[src/rtl/csc_pkg.sv]
// Shared constants for the RGB -> YCbCr colour-space converter: mode encoding,
// pipeline latency and the BT.601 / BT.709 coefficient derivation.
package csc_pkg;

  localparam int unsigned LATENCY = 4;

  typedef enum logic {
    MODE_601 = 1'b0,
    MODE_709 = 1'b1
  } mode_t;

  localparam real KR_601 = 0.299;
  localparam real KB_601 = 0.114;
  localparam real KR_709 = 0.2126;
  localparam real KB_709 = 0.0722;

  // Real-valued matrix entry; idx = 3*row + col, rows {Y,Cb,Cr}, cols {R,G,B}
  function automatic real coef_real(mode_t m, int unsigned idx);
    real kr;
    real kb;
    real kg;
    real r;
    kr = (m == MODE_709) ? KR_709 : KR_601;
    kb = (m == MODE_709) ? KB_709 : KB_601;
    kg = 1.0 - kr - kb;
    case (idx)
      0:       r = kr;
      1:       r = kg;
      2:       r = kb;
      3:       r = -kr / (2.0 - 2.0 * kb);
      4:       r = -kg / (2.0 - 2.0 * kb);
      5:       r = 0.5;
      6:       r = 0.5;
      7:       r = -kg / (2.0 - 2.0 * kr);
      8:       r = -kb / (2.0 - 2.0 * kr);
      default: r = 0.0;
    endcase
    return r;
  endfunction

  // Entry rounded to nearest at 'frac' fractional bits (symmetric about zero)
  function automatic int coef_q(mode_t m, int unsigned idx, int unsigned frac);
    real s;
    s = coef_real(m, idx) * real'(1 << frac);
    return (s >= 0.0) ? $rtoi(s + 0.5) : -$rtoi(0.5 - s);
  endfunction

endpackage

[src/rtl/csc_if.sv]
// Video bus for the colour-space converter: RGB pixel and timing in,
// YCbCr pixel and delayed timing out.
interface csc_if #(
  parameter int unsigned DATA_W = 8
);
  localparam int unsigned OUT_W = DATA_W + 1;

  logic [3*DATA_W-1:0] pixel_in;
  logic                de_in;
  logic                hsync_in;
  logic                vsync_in;
  logic                mode_in;
  logic [3*OUT_W-1:0]  pixel_out;
  logic                de_out;
  logic                hsync_out;
  logic                vsync_out;
  logic                mode_active;

  modport master (
    output pixel_in, de_in, hsync_in, vsync_in, mode_in,
    input  pixel_out, de_out, hsync_out, vsync_out, mode_active
  );

  modport slave (
    input  pixel_in, de_in, hsync_in, vsync_in, mode_in,
    output pixel_out, de_out, hsync_out, vsync_out, mode_active
  );
endinterface

[src/rtl/csc_delay.sv]
// Parametrised shift register with async active-high clear; q is d delayed
// by DEPTH clocks.
module csc_delay #(
  parameter int unsigned WIDTH = 1,
  parameter int unsigned DEPTH = 1
) (
  input  logic             clk,
  input  logic             rst,
  input  logic [WIDTH-1:0] d,
  output logic [WIDTH-1:0] q
);
  logic [WIDTH-1:0] taps [DEPTH];

  always_ff @(posedge clk or posedge rst) begin
    if (rst) begin
      for (int i = 0; i < int'(DEPTH); i++) taps[i] <= '0;
    end else begin
      taps[0] <= d;
      for (int i = 1; i < int'(DEPTH); i++) taps[i] <= taps[i-1];
    end
  end

  assign q = taps[DEPTH-1];
endmodule

[src/rtl/csc_pipeline.sv]
// 4-stage full-range RGB -> YCbCr converter. BT.601 always; BT.709 and the
// vsync-latched mode select are built only when CSC_BT709_EN is defined.
module csc_pipeline
  import csc_pkg::*;
#(
  parameter int unsigned DATA_W    = 8,
  parameter int unsigned COEF_FRAC = 12
) (
  input logic clk,
  input logic rst,
  csc_if.slave bus
);
  localparam int unsigned OUT_W = DATA_W + 1;
  localparam int unsigned PW    = DATA_W + COEF_FRAC + 4;
  localparam int unsigned CW    = COEF_FRAC + 2;

  localparam logic signed [PW-1:0] RND   = PW'(1 << (COEF_FRAC - 1));
  localparam logic signed [PW-1:0] Y_MIN = '0;
  localparam logic signed [PW-1:0] Y_MAX = PW'((1 << DATA_W) - 1);
  localparam logic signed [PW-1:0] C_MIN = PW'(-(1 << (DATA_W - 1)));
  localparam logic signed [PW-1:0] C_MAX = PW'((1 << (DATA_W - 1)) - 1);

  logic [3*DATA_W-1:0]  pix_s1;
  logic signed [PW-1:0] prod_s2 [9];
  logic signed [PW-1:0] sum_s3  [3];
  logic [2:0]           sync_s3;

  // Drop fraction (floor after the half-LSB bias) and clamp to component range
  function automatic logic [OUT_W-1:0] sat(input logic signed [PW-1:0] v,
                                           input logic is_y);
    logic signed [PW-1:0] s;
    logic signed [PW-1:0] lo;
    logic signed [PW-1:0] hi;
    s  = v >>> COEF_FRAC;
    lo = is_y ? Y_MIN : C_MIN;
    hi = is_y ? Y_MAX : C_MAX;
    if (s < lo)      s = lo;
    else if (s > hi) s = hi;
    return s[OUT_W-1:0];
  endfunction

`ifdef CSC_BT709_EN
  logic vsync_q;
  logic mode_q;
  logic mode_s1;

  // Mode only changes on a vsync rising edge; the edge-cycle pixel sees the old one
  always_ff @(posedge clk or posedge rst) begin
    if (rst) begin
      vsync_q <= 1'b0;
      mode_q  <= 1'(MODE_601);
    end else begin
      vsync_q <= bus.vsync_in;
      if (bus.vsync_in && !vsync_q) mode_q <= bus.mode_in;
    end
  end

  assign bus.mode_active = mode_q;

  csc_delay #(.WIDTH(1), .DEPTH(1)) u_mode (
    .clk (clk),
    .rst (rst),
    .d   (mode_q),
    .q   (mode_s1)
  );
`else
  logic unused_mode;
  assign unused_mode     = bus.mode_in;
  assign bus.mode_active = 1'b0;
`endif

  // Stage 1: input register
  always_ff @(posedge clk or posedge rst) begin
    if (rst) pix_s1 <= '0;
    else     pix_s1 <= bus.pixel_in;
  end

  // Stage 2: nine coefficient multiplies, coefficient set follows the pixel
  for (genvar i = 0; i < 9; i++) begin : g_mul
    localparam logic signed [CW-1:0] K601 = CW'(coef_q(MODE_601, i, COEF_FRAC));
    logic signed [CW-1:0] k;
    logic [DATA_W-1:0]    comp;
`ifdef CSC_BT709_EN
    localparam logic signed [CW-1:0] K709 = CW'(coef_q(MODE_709, i, COEF_FRAC));
    assign k = mode_s1 ? K709 : K601;
`else
    assign k = K601;
`endif
    assign comp = pix_s1[(2 - i % 3) * DATA_W +: DATA_W];

    always_ff @(posedge clk or posedge rst) begin
      if (rst) prod_s2[i] <= '0;
      else     prod_s2[i] <= PW'(signed'({1'b0, comp})) * PW'(k);
    end
  end

  // Stage 3: row sums with the round-half-up bias folded in
  always_ff @(posedge clk or posedge rst) begin
    if (rst) begin
      for (int j = 0; j < 3; j++) sum_s3[j] <= '0;
    end else begin
      for (int j = 0; j < 3; j++)
        sum_s3[j] <= prod_s2[3*j] + prod_s2[3*j+1] + prod_s2[3*j+2] + RND;
    end
  end

  csc_delay #(.WIDTH(3), .DEPTH(LATENCY - 1)) u_sync (
    .clk (clk),
    .rst (rst),
    .d   ({bus.de_in, bus.hsync_in, bus.vsync_in}),
    .q   (sync_s3)
  );

  // Stage 4: saturate, blank outside active video, register outputs
  always_ff @(posedge clk or posedge rst) begin
    if (rst) begin
      bus.pixel_out <= '0;
      bus.de_out    <= 1'b0;
      bus.hsync_out <= 1'b0;
      bus.vsync_out <= 1'b0;
    end else begin
      {bus.de_out, bus.hsync_out, bus.vsync_out} <= sync_s3;
      bus.pixel_out <= sync_s3[2] ? {sat(sum_s3[0], 1'b1),
                                     sat(sum_s3[1], 1'b0),
                                     sat(sum_s3[2], 1'b0)} : '0;
    end
  end
endmodule
[src/flat_wrapper.sv]
// flat-port wrapper written by rule: the top's interface ports become plain ports
module csc_pipeline_flat import csc_pkg::*;
#(
  parameter int unsigned DATA_W    = 8,
  parameter int unsigned COEF_FRAC = 12
)
  (clk, rst, bus_pixel_in, bus_de_in, bus_hsync_in, bus_vsync_in, bus_mode_in, bus_pixel_out, bus_de_out, bus_hsync_out, bus_vsync_out, bus_mode_active);
  csc_if #(.DATA_W(DATA_W)) bus_i ();
  input logic clk;
  input logic rst;
  input wire logic [$bits(bus_i.pixel_in)-1:0] bus_pixel_in;
  input wire logic [$bits(bus_i.de_in)-1:0] bus_de_in;
  input wire logic [$bits(bus_i.hsync_in)-1:0] bus_hsync_in;
  input wire logic [$bits(bus_i.vsync_in)-1:0] bus_vsync_in;
  input wire logic [$bits(bus_i.mode_in)-1:0] bus_mode_in;
  output wire logic [$bits(bus_i.pixel_out)-1:0] bus_pixel_out;
  output wire logic [$bits(bus_i.de_out)-1:0] bus_de_out;
  output wire logic [$bits(bus_i.hsync_out)-1:0] bus_hsync_out;
  output wire logic [$bits(bus_i.vsync_out)-1:0] bus_vsync_out;
  output wire logic [$bits(bus_i.mode_active)-1:0] bus_mode_active;
  assign bus_i.pixel_in = bus_pixel_in;
  assign bus_i.de_in = bus_de_in;
  assign bus_i.hsync_in = bus_hsync_in;
  assign bus_i.vsync_in = bus_vsync_in;
  assign bus_i.mode_in = bus_mode_in;
  assign bus_pixel_out = bus_i.pixel_out;
  assign bus_de_out = bus_i.de_out;
  assign bus_hsync_out = bus_i.hsync_out;
  assign bus_vsync_out = bus_i.vsync_out;
  assign bus_mode_active = bus_i.mode_active;
  csc_pipeline #(.DATA_W(DATA_W), .COEF_FRAC(COEF_FRAC)) u_core (.clk(clk), .rst(rst), .bus(bus_i));
endmodule
[config.mk]
export PLATFORM = sky130hd
export DESIGN_NAME = csc_pipeline_flat
export DESIGN_NICKNAME = d
export VERILOG_FILES = /design/src/rtl/csc_pkg.sv /design/src/rtl/csc_if.sv /design/src/rtl/csc_delay.sv /design/src/rtl/csc_pipeline.sv /design/src/flat_wrapper.sv
export SDC_FILE = /design/constraint.sdc
export NUM_CORES = 1
export LEC_CHECK = 0
export ABC_AREA = 1
export CORE_MARGIN = 5
export CORE_UTILIZATION = 55
export DETAILED_ROUTE_END_ITERATION = 12
export GPL_TIMING_DRIVEN = 0
export MAX_ROUTING_LAYER = met4
export PLACE_DENSITY = 0.72
export SYNTH_ARGS = -nofsm -noshare
export SYNTH_HDL_FRONTEND = slang
export SYNTH_SLANG_ARGS = --single-unit
[constraint.sdc]
create_clock -name clk -period 16.91 [get_ports clk]
set_clock_uncertainty 0.05 [all_clocks]
set_input_delay 3.382 -clock clk [delete_from_list [all_inputs] [get_ports clk]]
set_output_delay 3.382 -clock clk [all_outputs]
set_load 0.01 [all_outputs]
==> key figures, run 1 <==
Synth
  • Synth area leaders: dfrtp_1 25%, ha_1 24%, fa_1 17%
  • XOR/XNOR share of the synthesized area: 0.0410
  • Synth async-reset ratio: 1.00
  • Post-synthesis simple-gate area fraction: 0.143
  • Leading area contributor after synthesis: dfrtp_1
  • Post-Synth Adder-Cell Area: 0.404
  • Post-synth top area share: 0.254
  • Cell variety after synth: 48
  • Synthesized flop and latch total: approximately 240
  • Post-Syn Instances: 2577
  • Mapped Avg Cell Area: 9.02 sq um
  • Mapped cell area: 23200 sq um
  • Compound-Gate Fraction of Synth Area: 0.0685
  • Main combinational cell family by area after synthesis: adder cells
  • Mux contribution to synthesized area: 0
  • Ys flop type: dfrtp_1
  • Seq/Total Area, Yosys: 0.254
  • Number of synthesized flops with an enable pin: 0
  • Synth warnings: 0

CTS
  • Worst skew pair latency: about 580 ps
  • Clock Path Buffers: 3
  • Root Buffer: clkbuf_16
  • CTS tree: done
  • Num CTS Buffers: 28
  • Resize count post-CTS: 0
  • Hold-fix buffers, CTS: 0
  • Clock transition at path regs: around 60 ps
  • H-tree depth: 1
  • # clock sinks: 236
  • Post-CTS Setup Bufs: 0

Detailed routing
  • Via density: just over 5
  • Final ANT Viol Nets: 0
  • Detailed-router iteration count before antenna repair: 5
  • DRC: 0
  • Routed WL: ~52000 um
  • Initial DRC Count: between 900 and 1000
  • DR WL/cell: approximately 16 um
  • Vias: between 15000 and 20000

Critical path
  • CP Data Arrival Time: ~1500 ps
  • Worst Path Buf+Inv: 1
  • Worst Setup Path Type: reg -> out
  • Critical path's top delay family: buffers and inverters
  • Ordered cell list for the critical path: clkdlybuf4s50_1
  • CP peak stage delay: ~530 ps
  • CP endpoint kind: output pin
  • CP Launch Type: register
  • Max FO, Critical Path: 1
  • Worst Path Required: between 10000 and 15000 ps
  • Slowest CP cell: clkdlybuf4s50_1

Timing
  • Slew headroom: 0.535
  • Final Max Tran Viols: 0
  • Final min period: between 4000 and 5000 ps
  • Setup TNS: 0 ps
  • RSZ-0062 raised after global routing: false
  • Max Freq: 205 MHz
  • Least-Margin Pin Slew: between 600 and 700 ps
  • Final setup fails: 0
  • Hold Vio Cnt, Final: 0
  • Period utilization: 0.288

Finish
  • Finished Layout Cells: about 3200
  • Nets: about 3300
  • Cell area after layout: approximately 26000 sq um
  • Final core area utilization: 0.610
  • Ratio of cells with drive above 1 in the final layout: 0.0435
  • P&R area growth vs syn: 9.81%

Placement
  • # port buffers: between 50 and 60
  • DP HPWL: approximately 44000 um
  • Placed inst area: roughly 25000 sq um
  • GP Congestion: approximately 0.93
  • Cells after DPL: roughly 3200

Worst hold path
  • Worst hold path type: reg -> reg

GRT
  • GR Overflow Total: 0
  • Largest net degree at the start of global routing: between 100 and 150
  • Vias in the first global route: around 18000
  • Initial antenna violation count: 4
  • Global-route wire length before repair: 88700 um
  • GRT Overall Usage: 0.240

Floorplan
  • Die height: between 200 and 250 um
  • Core area: 41900 sq um
  • Die extent in x: between 200 and 250 um
  • Std cell rows: between 70 and 80
  • Die area: 46500 sq um
  • I/O Pins: 61
  • Starting density of the core: 0.555

Outcome
  • Status: finished clean

Job
  • Number of max-cap violations: 0
==> registers in the layout (all words and copies together), names as in the netlist <==
name	flops
u_core.prod_s2	139
u_core.sum_s3	34
u_core.bus.pixel_out	27
u_core.pix_s1	24
u_core.u_sync.taps	6
u_core.u_sync.q	3
u_core.bus.de_out	1
u_core.bus.hsync_out	1
u_core.bus.vsync_out	1
==> path summary, 6_finish.rpt <==
path | from | end | slack (ps) | cells after the start
worst max-delay path | u_core.bus.pixel_out[20] | bus_pixel_out[20] | 12030 | 1
worst min-delay path | u_core.u_sync.q[1] | u_core.bus.hsync_out | 300 | 0
worst max register to register | u_core.pix_s1[9] | u_core.prod_s2[114] | 12260 | 15
worst min register to register | u_core.u_sync.q[1] | u_core.bus.hsync_out | 300 | 0
max in group asynchronous | rst | u_core.sum_s3[65] | 12470 | 4
min in group asynchronous | rst | u_core.bus.pixel_out[13] | 3100 | 2
==> layout make-up <==
type	instances	area (sq um)
diodes	1	2.50
flip-flops and latches	236	5910
clock inverters	17	204
plain buffers	1	7.51
inverters	549	2070
multi-input cells	1792	15300
well taps	539	674
clock buffers	34	753
repair buffers	60	636
fillers	3653	16300
==> cells in the final DEF, fill, tap and decap left out, types with 9 or more instances in the layout <==
cell type,count
xnor2_1,39
clkdlybuf4s50_1,58
nor3_1,12
xor2_1,68
fa_1,193
inv_1,544
nand2_1,415
clkbuf_16,28
dfrtp_1,236
a21oi_1,152
o21bai_1,19
ha_1,442
nand2_2,12
nand3_1,106
nand4_1,23
nor2_2,13
nor2_1,165
o21ai_1,9
a21o_1,18
o21ai_0,43
==> through the flow <==
step	hold slack [ps]	setup WS (ps)
6_report	296	12030
5_1_grt	308	11950
4_1_cts	299	11990
3_5_place_dp	286	11800
3_3_place_gp	285	4190
2_1_floorplan	281	7000
==> cell usage after synthesis (2+ instances only) <==
library cell and count:
inv_1 545, ha_1 442, nand2_1 415, dfrtp_1 236, fa_1 193, nor2_1 165
a21oi_1 152, nand3_1 106, xor2_1 68, o21ai_0 43, xnor2_1 39, nand4_1 23
o21bai_1 19, a21o_1 18, nor2_2 13, nand2_2 12, nor3_1 12, o21ai_1 9
a31oi_1 5, nand3_2 5, nand3b_1 5, o21a_1 5, o21ai_2 5, a21boi_2 4
inv_2 4, nor3_2 4, a21oi_2 3, or2_2 3, a21boi_1 2, nor2_4 2
nor4_1 2, o21bai_2 2
==> cells by family (layout without fill, tap and decap cells) <==
group / Yosys count / in the layout
other cells: 1 / 3
fa+ha+maj: 635 / 635
compound gates: 274 / 274
flops: 236 / 236
simple gates: 773 / 773
xor+xnor: 108 / 108
buf+inv: 550 / 661
==> metal layers <==
metal  GRT usage  routed length [um]
met1       0.327               24100
met2       0.386               24000
met3      0.0305                2320
met4      0.0619                1610
met5           -                   0
Power of run 1 is not shown: default switching activity piles up to over one toggle a cycle in this logic, so the estimate is an artifact.
==> run 2, diff against run 1 <==
Settings changed: PLACE_DENSITY 0.72 to 0.75.
Clock period 16.91 ns to 4.38 ns, I/O delays scaled along.
==> run 2 against run 1 <==
Utilization grew 0.62 points. Cell count increased by 0.50%. Critical path type is now reg -> reg. Highest routed layer unchanged. Via count rose by 2.1%. Wire length grew 2.8%. Flip-flop and latch count is the same.
==> key figures, run 2 (synthesis results as in run 1) <==
Outcome
  • Status: finished clean

Critical path
  • CP endpoint kind: register
  • Worst Setup Path Type: reg -> reg
  • Slowest CP cell: fa_2
  • Worst Path Required: around 4800 ps
  • CP peak stage delay: about 630 ps
  • Ordered cell list for the critical path: fa_2 -> inv_2 -> fa_2 -> fa_1 -> fa_1 -> inv_1 -> ha_1 -> nand2_1 -> inv_1 -> nand3_1 -> nor2_1 -> nor2_1 -> nand2_1 -> nor2_1 -> nand2_1 -> nand2_4
  • CP Data Arrival Time: between 4000 and 5000 ps
  • CP Launch Type: register
  • Max FO, Critical Path: 6

CTS
  • Clock Path Buffers: 3
  • Num CTS Buffers: 28
  • Hold-fix buffers, CTS: 0
  • Clock transition at path regs: ~60 ps
  • H-tree depth: 1
  • Worst skew pair latency: roughly 580 ps
  • Root Buffer: clkbuf_16
  • # clock sinks: between 200 and 250
  • CTS tree: done

Timing
  • Final min period: between 4000 and 5000 ps
  • Hold Vio Cnt, Final: 0
  • Period utilization: 0.971
  • Final setup fails: 0
  • Least-Margin Pin Slew: ~640 ps
  • Max Freq: around 240 MHz
  • Final Max Tran Viols: 0
  • Slew headroom: 0.571

Detailed routing
  • Via density: roughly 5.2
  • Detailed-router iteration count before antenna repair: 5
  • Routed WL: approximately 54000 um
  • DRC: 0
  • Initial DRC Count: about 1100
  • Vias: between 15000 and 20000
  • DR WL/cell: between 15 and 20 um
  • Final ANT Viol Nets: 0

GRT
  • Global-route wire length before repair: ~90000 um
  • GRT Overall Usage: 0.242
  • Largest net degree at the start of global routing: between 40 and 50
  • GR Overflow Total: 0
  • Initial antenna violation count: 5
  • Vias in the first global route: around 18000

Floorplan
  • Starting density of the core: 0.555
  • Core area: 41900 sq um
  • Die height: 216 um
  • Die area: approximately 46000 sq um
  • Std cell rows: between 70 and 80
  • I/O Pins: between 60 and 70
  • Die extent in x: 216 um

Finish
  • Biggest register: u_core.prod_s2
  • Commonest non-fill, non-tap cell in the layout: inv_1
  • Area occupied by multi-input gates: about 15000 sq um
  • Biggest regs: u_core.prod_s2 x139, u_core.sum_s3 x34, u_core.bus.pixel_out x27
  • Ratio of cells with drive above 1 in the final layout: 0.0610
  • Nets: 3355
  • Final core area utilization: 0.616
  • P&R area growth vs syn: 10.9%
  • # fillers: 3550
  • Storage cell area: between 5000 and 6000 sq um
  • Most frequent cells in the layout: 542 x inv_1, 439 x ha_1, 414 x nand2_1, 221 x dfrtp_1, 186 x fa_1
  • Max reg flops: approximately 140

Job
  • Number of max-cap violations: 0

Placement
  • # port buffers: 58
  • DP HPWL: about 45000 um
  • GP Congestion: ~0.96

Worst hold path
  • Worst hold path type: reg -> reg
[run 2: cell count changes in the layout (fill, tap and decap cells not counted), sizes merged]
cell,change
clkinvlp,+1
buf,+22
clkinv,-2
inv,-6
clkbuf,-1
bufinv,+2
[run 2: per-stage QoR]
stage	instance area (sq um)	instances	hold slack, ps	setup slack [ps]	setup TNS, ps
2_1_floorplan	23200	2578	281	302	0
3_3_place_gp	24500	3175	286	-1370	-311920
3_5_place_dp	24600	3181	286	-257	-1590
4_1_cts	25600	3227	301	-13.4	-13.4
5_1_grt	25800	3245	306	-26.8	-39.0
6_report	25800	3245	297	128	0
[run 2: worst max-delay path: cells and delay by family, from the launching register on]
kind | cells | cell delay (ps)
fa+ha+maj | 5 | 2620
buf+inv | 3 | 200
flops | 1 | 480
simple gates | 8 | 800
[run 2: layout make-up]
cell class	instances	share of cell area
antenna	1	0.0000971
timing repair buffer	82	0.0324
tap	539	0.0262
buffer	1	0.000291
sequential	236	0.230
multi-input combinational	1792	0.594
clock inverter	12	0.00801
inverter	549	0.0801
clock buffer	33	0.0287
[run 2: what timing repair did]
action                     CTS  global route
cloned                       0             0
setup endpoints to repair   18            25
pin swaps                    1             3
resized for setup           16            20
buffers inserted             1            17
[run 2: routing by layer]
layer  global-route usage  up-vias  wire [um]
li1                     -     8399          -
met1                0.320     8169      24200
met2                0.390      357      25000
met3               0.0377       94       2550
met4               0.0698        0       1770
met5                    -        -          0
[run 2: final timing paths]
kind,slack [ps],startpoint,cells after the start,endpoint
setup reg to reg,130,u_core.pix_s1[17],16,u_core.prod_s2[142]
setup / recovery,130,u_core.pix_s1[17],16,u_core.prod_s2[142]
min in group asynchronous,590,rst,2,u_core.bus.pixel_out[26]
hold / removal,300,u_core.u_sync.taps[6],0,u_core.u_sync.taps[3]
hold reg to reg,300,u_core.u_sync.taps[6],0,u_core.u_sync.taps[3]
max in group asynchronous,2140,rst,7,u_core.pix_s1[20]
Power of run 2 is left out for the same reason.
